### config.mk
export PLATFORM = sky130hd
export DESIGN_NAME = nonce_result_collector
export DESIGN_NICKNAME = d
export VERILOG_FILES = /design/src/rtl/nonce_result_collector.sv
export SDC_FILE = /design/constraint.sdc
export NUM_CORES = 1
export LEC_CHECK = 0
export CORE_MARGIN = 2
export CORE_UTILIZATION = 55
export CTS_CLUSTER_DIAMETER = 80
export DETAILED_ROUTE_END_ITERATION = 8
export PLACE_DENSITY = 0.75
export RECOVER_POWER = 50
export SETUP_SLACK_MARGIN = 0.3
export SLEW_MARGIN = 10
export SYNTH_ARGS = -nofsm -noshare
export SYNTH_HDL_FRONTEND = slang
export SYNTH_SLANG_ARGS = --single-unit
### constraint.sdc
create_clock -name M1_CLK -period 2.7 [get_ports M1_CLK]
set_clock_uncertainty 0.2 [all_clocks]
set_input_delay 0.81 -clock M1_CLK [delete_from_list [all_inputs] [get_ports M1_CLK]]
set_output_delay 0.81 -clock M1_CLK [all_outputs]
set_load 0.05 [all_outputs]
### src/rtl/nonce_result_collector.sv
`default_nettype none
// ============================================================================
// nonce_result_collector - scans hash macros round-robin, reads each 4-byte
// nonce over the shared read bus and queues {nonce, macro} in a result FIFO.
// Revision 1.0
// ============================================================================
module nonce_result_collector #(
    parameter int         NUM_MACROS       = 4,
    parameter int         FIFO_DEPTH       = 4,
    parameter logic [5:0] RESULT_BASE_ADDR = 6'h3C,
    parameter int         RD_WAIT          = 2,
    parameter int         HOLDOFF          = 4,
    localparam int        IDX_W            = (NUM_MACROS > 1) ? $clog2(NUM_MACROS) : 1,
    localparam int        CNT_W            = $clog2(FIFO_DEPTH) + 1
) (
    input  logic                  M1_CLK,
    input  logic                  RST_N,
    input  logic                  ENABLE,
    input  logic [NUM_MACROS-1:0] DATA_AVAILABLE,
    input  logic [7:0]            DATA_FROM_HASH,
    output logic [NUM_MACROS-1:0] MACRO_RD_SELECT,
    output logic [5:0]            HASH_ADDR,
    output logic                  busy,
    input  logic                  pop,
    output logic [31:0]           head_nonce,
    output logic [IDX_W-1:0]      head_macro,
    output logic [CNT_W-1:0]      fifo_count,
    output logic                  fifo_empty,
    output logic                  overflow,
    input  logic                  clear_overflow,
    output logic                  irq
);

    localparam int                PTR_W     = CNT_W - 1;
    localparam int                HO_W      = (HOLDOFF > 1) ? $clog2(HOLDOFF) : 1;
    localparam logic [2:0]        WAIT_INIT = 3'(RD_WAIT - 1);
    localparam logic [HO_W-1:0]   HO_INIT   = HO_W'(HOLDOFF - 1);
    localparam logic [IDX_W-1:0]  LAST_IDX  = IDX_W'(NUM_MACROS - 1);

    typedef enum logic [1:0] {
        IDLE = 2'd0,
        READ = 2'd1,
        PUSH = 2'd2,
        HOLD = 2'd3
    } state_t;

    state_t                  state, state_nx;
    logic [NUM_MACROS-1:0]   sel, sel_nx;
    logic [5:0]              addr, addr_nx;
    logic [1:0]              byte_k, byte_k_nx;
    logic [2:0]              wait_cnt, wait_cnt_nx;
    logic [IDX_W-1:0]        cur_idx, cur_idx_nx;
    logic [IDX_W-1:0]        rr, rr_nx;
    logic [31:0]             nonce_acc, nonce_acc_nx;
    logic                    busy_nx;
    logic                    push_req;

    logic [NUM_MACROS-1:0]   mask;
    logic [NUM_MACROS-1:0]   eligible;
    logic                    found;
    logic [IDX_W-1:0]        pick;

    logic [31:0]             nonce_mem [FIFO_DEPTH];
    logic [IDX_W-1:0]        macro_mem [FIFO_DEPTH];
    logic [PTR_W-1:0]        wr_ptr, rd_ptr;
    logic                    full, do_push, do_pop, drop;

    assign MACRO_RD_SELECT = sel;
    assign HASH_ADDR       = addr;

    // First eligible macro at or after the round-robin pointer, wrapping.
    always_comb begin : p_arb
        logic [IDX_W:0] j;
        found    = 1'b0;
        pick     = '0;
        j        = '0;
        eligible = DATA_AVAILABLE & ~mask;
        for (int i = 0; i < NUM_MACROS; i++) begin
            j = {1'b0, rr} + (IDX_W+1)'(i);
            if (j >= (IDX_W+1)'(NUM_MACROS)) begin
                j = j - (IDX_W+1)'(NUM_MACROS);
            end
            if (!found && eligible[j[IDX_W-1:0]]) begin
                found = 1'b1;
                pick  = j[IDX_W-1:0];
            end
        end
    end

    always_ff @(posedge M1_CLK or negedge RST_N) begin
        if (!RST_N) begin
            state     <= IDLE;
            sel       <= '0;
            addr      <= '0;
            byte_k    <= '0;
            wait_cnt  <= '0;
            cur_idx   <= '0;
            rr        <= '0;
            nonce_acc <= '0;
            busy      <= 1'b0;
        end else begin
            state     <= state_nx;
            sel       <= sel_nx;
            addr      <= addr_nx;
            byte_k    <= byte_k_nx;
            wait_cnt  <= wait_cnt_nx;
            cur_idx   <= cur_idx_nx;
            rr        <= rr_nx;
            nonce_acc <= nonce_acc_nx;
            busy      <= busy_nx;
        end
    end

    always_comb begin
        state_nx     = state;
        sel_nx       = sel;
        addr_nx      = addr;
        byte_k_nx    = byte_k;
        wait_cnt_nx  = wait_cnt;
        cur_idx_nx   = cur_idx;
        rr_nx        = rr;
        nonce_acc_nx = nonce_acc;
        busy_nx      = busy;
        push_req     = 1'b0;
        case (state)
            IDLE: begin
                if (ENABLE && found) begin
                    state_nx     = READ;
                    sel_nx       = '0;
                    sel_nx[pick] = 1'b1;
                    addr_nx      = RESULT_BASE_ADDR;
                    byte_k_nx    = 2'd0;
                    wait_cnt_nx  = WAIT_INIT;
                    cur_idx_nx   = pick;
                    busy_nx      = 1'b1;
                end
            end
            READ: begin
                if (wait_cnt == 3'd0) begin
                    nonce_acc_nx[{byte_k, 3'b000} +: 8] = DATA_FROM_HASH;
                    if (byte_k == 2'd3) begin
                        state_nx = PUSH;
                        sel_nx   = '0;
                        addr_nx  = '0;
                    end else begin
                        addr_nx     = addr + 6'd1;
                        byte_k_nx   = byte_k + 2'd1;
                        wait_cnt_nx = WAIT_INIT;
                    end
                end else begin
                    wait_cnt_nx = wait_cnt - 3'd1;
                end
            end
            PUSH: begin
                push_req = 1'b1;
                rr_nx    = (cur_idx == LAST_IDX) ? '0 : cur_idx + IDX_W'(1);
                state_nx = HOLD;
            end
            HOLD: begin
                state_nx = IDLE;
                busy_nx  = 1'b0;
            end
            default: begin
                state_nx = IDLE;
            end
        endcase
    end

    // Per-macro holdoff masks ride out the macro's late DATA_AVAILABLE deassert.
    for (genvar g = 0; g < NUM_MACROS; g++) begin : g_holdoff
        logic            m;
        logic [HO_W-1:0] cnt;
        always_ff @(posedge M1_CLK or negedge RST_N) begin
            if (!RST_N) begin
                m   <= 1'b0;
                cnt <= '0;
            end else if (push_req && (cur_idx == IDX_W'(g))) begin
                m   <= 1'b1;
                cnt <= HO_INIT;
            end else if (m) begin
                if (cnt == '0) begin
                    m <= 1'b0;
                end else begin
                    cnt <= cnt - HO_W'(1);
                end
            end
        end
        assign mask[g] = m;
    end

    assign full       = (fifo_count == CNT_W'(FIFO_DEPTH));
    assign fifo_empty = (fifo_count == '0);
    assign irq        = !fifo_empty;
    assign do_pop     = pop && !fifo_empty;
    assign do_push    = push_req && (!full || pop);
    assign drop       = push_req && !do_push;
    assign head_nonce = nonce_mem[rd_ptr];
    assign head_macro = macro_mem[rd_ptr];

    always_ff @(posedge M1_CLK or negedge RST_N) begin
        if (!RST_N) begin
            wr_ptr     <= '0;
            rd_ptr     <= '0;
            fifo_count <= '0;
            for (int i = 0; i < FIFO_DEPTH; i++) begin
                nonce_mem[i] <= '0;
                macro_mem[i] <= '0;
            end
        end else begin
            if (do_push) begin
                nonce_mem[wr_ptr] <= nonce_acc;
                macro_mem[wr_ptr] <= cur_idx;
                wr_ptr            <= wr_ptr + PTR_W'(1);
            end
            if (do_pop) begin
                rd_ptr <= rd_ptr + PTR_W'(1);
            end
            case ({do_push, do_pop})
                2'b10:   fifo_count <= fifo_count + CNT_W'(1);
                2'b01:   fifo_count <= fifo_count - CNT_W'(1);
                default: fifo_count <= fifo_count;
            endcase
        end
    end

    // A drop coinciding with clear_overflow keeps the flag set.
    always_ff @(posedge M1_CLK or negedge RST_N) begin
        if (!RST_N) begin
            overflow <= 1'b0;
        end else if (drop) begin
            overflow <= 1'b1;
        end else if (clear_overflow) begin
            overflow <= 1'b0;
        end
    end

endmodule
`default_nettype wire

; Word level (Yosys, flattened, before mapping)
; Index checks and enable logic that the tools add are counted.
[word_totals]
register_bits = 210
latch_bits = 0
mem_bits_rw = 0
rom_bits = 0
output_inout_bits = 51
elab_cells = 221
mem_count = 0
[classes]
add_sub_neg = 20
multipliers = 0
div = 0
order_cmp = 13
n_eq_ne = 19
shifts = 2
n_mux = 86
n_bitwise = 4
n_reduce_logical = 48
[ops]
columns = op, n
row1 = $bwmux 128, 1
row2 = $mux 32, 3
row3 = $bmux 32 s2, 1
row4 = $demux 32 s2, 1
row5 = $mux 2, 30
row6 = $bwmux 32, 1
row7 = $shift 8x7->32 const A, 1
row8 = $shiftx 8x7->32, 1
row9 = $mux 1, 25
row10 = $mux 6, 3
row11 = $ne 2x2->1 const B, 8
row12 = $reduce_bool 2->1, 8
row13 = $sub 2x1->2 const B, 8
row14 = $ge 3x3->1 const B, 5
row15 = $lt 2x3->1 const B, 5
row16 = $reduce_and 2->1, 7
row17 = $logic_and 1x1->1, 13
row18 = $eq 2x2->1 const B, 6
row19 = $logic_not 2->1, 6
row20 = $mux 4, 3
row21 = $pmux 3 s2, 2
row22 = $pmux 6 s2, 1
row23 = $mux 3, 3
row24 = $reduce_and 3->1, 3
row25 = 29 further kinds, 47

; Longest topological paths before layout
[logic_depth]
depth_word = 20
ltp_mapped = 12

; Least setup slack after synthesis
; Ideal clock, no wire load.
[synth_timing]
path_type = register to register
from = register fifo_count[0]
to = register fifo_count[2]
arrival_ps = 2403
required_time_ps = 2418
slack_ps = 15
stages_incl_launch_ff = 9
path_buffers = 0
cell_sequence = dfrtp_1 or3_1 and2_1 ha_1 inv_1 fa_1 xor2_1 nor2_1 xor2_1
[synth_between]
elab_cells_between_ends = 13
[synth_rtl]
columns = element, line
row1 = from (decl), 27  ; output logic [CNT_W-1:0] fifo_count,
row2 = from (signal assigned), 219  ; 2'b10: fifo_count <= fifo_count + CNT_W'(1);
row3 = from (signal assigned), 220  ; 2'b01: fifo_count <= fifo_count - CNT_W'(1);
row4 = from (signal assigned), 221  ; default: fifo_count <= fifo_count;
row5 = $logic_not 3->1 *, 192  ; assign fifo_empty = (fifo_count == '0);
row6 = $logic_not 1->1 *, n/a
row7 = via irq, 31  ; output logic irq
row8 = $logic_and 1x1->1 *, 194  ; assign do_pop = pop && !fifo_empty;
row9 = via do_pop, 66  ; logic full, do_push, do_pop, drop;
row10 = $eq 2x1->1 or $eq 2x2->1 (tied branches), 218  ; case ({do_push, do_pop})
row11 = $pmux 3 s2 or $reduce_bool 2->1 (tied branches), n/a
; The timed path passes the listed nets; every way through them passes the cells marked *.
; A chain may end at the register's enable or synchronous reset.

; Worst setup path after layout
[layout_timing]
from = register rd_ptr[0]
to = output head_nonce[8]
[layout_between]
elab_chain_len = 4
[layout_rtl]
columns = element, line
row1 = from (decl), 65  ; logic [PTR_W-1:0] wr_ptr, rd_ptr;
row2 = from (signal assigned), 216  ; rd_ptr <= rd_ptr + PTR_W'(1);
row3 = $not 2->3 (implied by the code), 197  ; assign head_nonce = nonce_mem[rd_ptr];
row4 = $bmux 32 s2, 197
row5 = $mux 32 (implied by the code) (2 in a row), 197
row6 = to (decl), 25  ; output logic [31:0] head_nonce,
; No other way between the ends. The select of a mux whose other input is x is not followed.

==> run summary <==
status -> finished with violations
violated checks -> negative setup slack
Critical Path Fanout Max -> 7
critical path class -> reg -> out
PortBufs -> 67
area share of the largest cell type after synthesis -> 55.1%
fin crit share -> 108%
CTS buffer count -> 22
pwr dens -> 1470 mW/mm^2
initial core utilization -> 55.7%
Worst slew margin -> 6.53%
Final Cell Area -> 0.0120 mm^2
Top FF cell, synth -> dfrtp_1
Slew @ Worst Pin -> 1400 ps
synthesized netlist cell count -> 644
post-synth top area cell -> dfrtp_1
CORE AREA -> 0.0171 mm^2
post-synthesis register bit count -> 210
I/O pin count -> 68
Place WS -> -283 ps
min cycle time layout -> 2920 ps
fin. max-slew vios -> 0
Peak VDD IR -> 875 uV
first-pass GRT wire length -> 33500 um
initial antenna violation count -> 0
routed vias/inst -> 5.90
First-pass DRT Iterations -> 4
DRC violations left -> 0
P&R area growth vs syn -> 25.6%
# setup viols final -> 34
EDFF count, synth -> 0
final setup margin -> -223 ps
row count -> 48
gr ovfl total -> 0
overall power -> 17.6 mW
Die X -> 136 um
P_leak -> 5.52 nW
Sequential Area -> 0.00526 mm^2
Post-Syn Area -> 0.00954 mm^2
RD Place Congestion -> 0.872
endpoint class of the critical path -> primary output
Yosys warnings -> 0
Post-Place Cell Area -> 0.0112 mm^2
htree depth -> 1
Routed Antenna Nets -> 0
post-synth cell types -> 53
Seq/Total Area, Yosys -> 55.1%
Max-Cap Viols -> 0
Max clock buf depth -> 3
die height -> 136 um
top cells by area, synth -> dfrtp_1 (55%), mux2_2 (15%), mux4_2 (8.0%)
Sink Count -> 210
share of layout cells above drive strength 1 -> 41.9%
TritonCTS clock tree -> yes
Fmax -> 0.342 GHz
RSZ-0062 raised after global routing -> yes
Synth top cells by count -> dfrtp_1 (210), mux2_2 (131), mux4_2 (34), a22o_1 (32), inv_1 (31)
die footprint -> 0.0184 mm^2
Clock Pin Slew Worst Setup and Hold Paths -> 60 ps
Req. time, crit path -> 1690 ps
final hold vios -> 0
pin count of the biggest net entering global routing -> 57
Post-DP HPWL -> 14000 um
async set-reset flop share out of synthesis -> 100%
FILL cells -> 1106
Initial DRC Count -> 361
Setup crit start kind -> flip-flop
worst-skew pair later-pin latency -> 490 ps
Hold Path Class -> reg -> reg
Routed WL -> 21000 um
most common cell in the synthesized netlist -> dfrtp_1
Root Buffer -> clkbuf_16
multi-input logic area -> 0.00406 mm^2
ANT cells -> 0
Vias -> 5905
vias in the first global route -> 6407
syn_nets -> 688
Total GRT Usage -> 23.3%
final net count -> 806
WP data arrival -> 1910 ps
Routed WL per cell -> 21.0 um
Avg Cell Area, Syn -> 14.8 um^2
## layer usage
layer | track usage (%) | up-vias | part of all wire (%)
met5 | 0 | - | 0
met4 | 5.56 | 0 | 1.9
met3 | 3.82 | 39 | 4.1
met2 | 42.0 | 133 | 54
met1 | 29.6 | 3114 | 40
li1 | - | 2619 | -
## critical path, cell delays in order (launching register included)
cell and delay, ps:
dfrtp_2 390, buf_6 140, buf_12 150, mux4_2 570, buf_12 180
## power by group
group / internal, mW / leakage, nW / switching (mW)
clock: 1.71 / 0.337 / 1.16
sequential: 4.53 / 2.62 / 0.954
combinational: 4.67 / 2.56 / 4.57
## layout make-up
| class | count | share of cell area, % |
|---|---|---|
| well taps | 225 | 2.35 |
| inverters | 31 | 1.02 |
| repair buffers | 119 | 13.2 |
| multi-input cells | 378 | 33.9 |
| clock buffers | 33 | 5.28 |
| clock inverters | 5 | 0.418 |
| flip-flops and latches | 210 | 43.9 |
## worst paths after layout
kind,start,to,slack (ps),depth (start not counted)
min in group asynchronous,RST_N,nonce_mem[92],440,1
max,rd_ptr[0],head_nonce[8],-220,4
min reg2reg,nonce_mem[124],nonce_mem[124],290,1
min,nonce_mem[124],nonce_mem[124],290,1
max in group asynchronous,RST_N,nonce_mem[42],340,2
max reg2reg,fifo_count[0],fifo_count[2],450,10
## layout by cell type, fill, tap and decap left out, types with 5 or more instances in the layout
master,instances
a21oi_1,8
a22o_1,32
buf_12,46
buf_4,30
clkbuf_1,10
clkbuf_16,25
clkdlybuf4s15_2,9
clkdlybuf4s50_1,14
dfrtp_1,207
ha_1,25
inv_1,29
mux2_1,8
mux2_2,131
mux2i_1,5
mux4_2,34
nand2_1,28
nand2_4,7
nand2b_1,9
nand3_1,5
nor2_1,8
nor2b_2,5
o211ai_1,6
o21ai_0,8
xnor2_1,7
## logic make-up after synthesis
group | share of synthesized area (%)
and+or+nand+nor | 5.17
buffers and inverters | 2.95
AOI/OAI and AO/OA | 7.27
muxes | 25.0
xor gates and xnor gates | 0.918
adders and majority gates | 3.62
DFF | 55.1
## metrics by stage
step	hold WS [ps]	setup TNS, ps	cells	utilization, %
2_1_floorplan	250	0	644	-
3_3_place_gp	265	-10580	950	65.4
3_5_place_dp	274	-19970	950	65.4
4_1_cts	101	-7440	992	69.6
5_1_grt	306	-11410	1001	70.0
6_report	289	-6220	1001	70.0
## registers in the layout, indices dropped and copies added, names as in the netlist, 2 cells and up
name	count
HASH_ADDR	6
byte_k	2
rr	2
rd_ptr	2
macro_mem	8
g_holdoff.cnt	8
wr_ptr	2
fifo_count	3
MACRO_RD_SELECT	4
nonce_acc	32
wait_cnt	3
state	2
nonce_mem	128
g_holdoff.m	4
cur_idx	2
## repair_timing
| action | in CTS | in global routing |
|---|---|---|
| setup buffers | 4 | 6 |
| pin swaps | 3 | 5 |
| gates cloned | 0 | 3 |
| endpoints found under the setup margin | 72 | 70 |
| resized for setup | 47 | 13 |
| hold buffers | 0 | 0 |
Power figures use the tool's default switching activity.
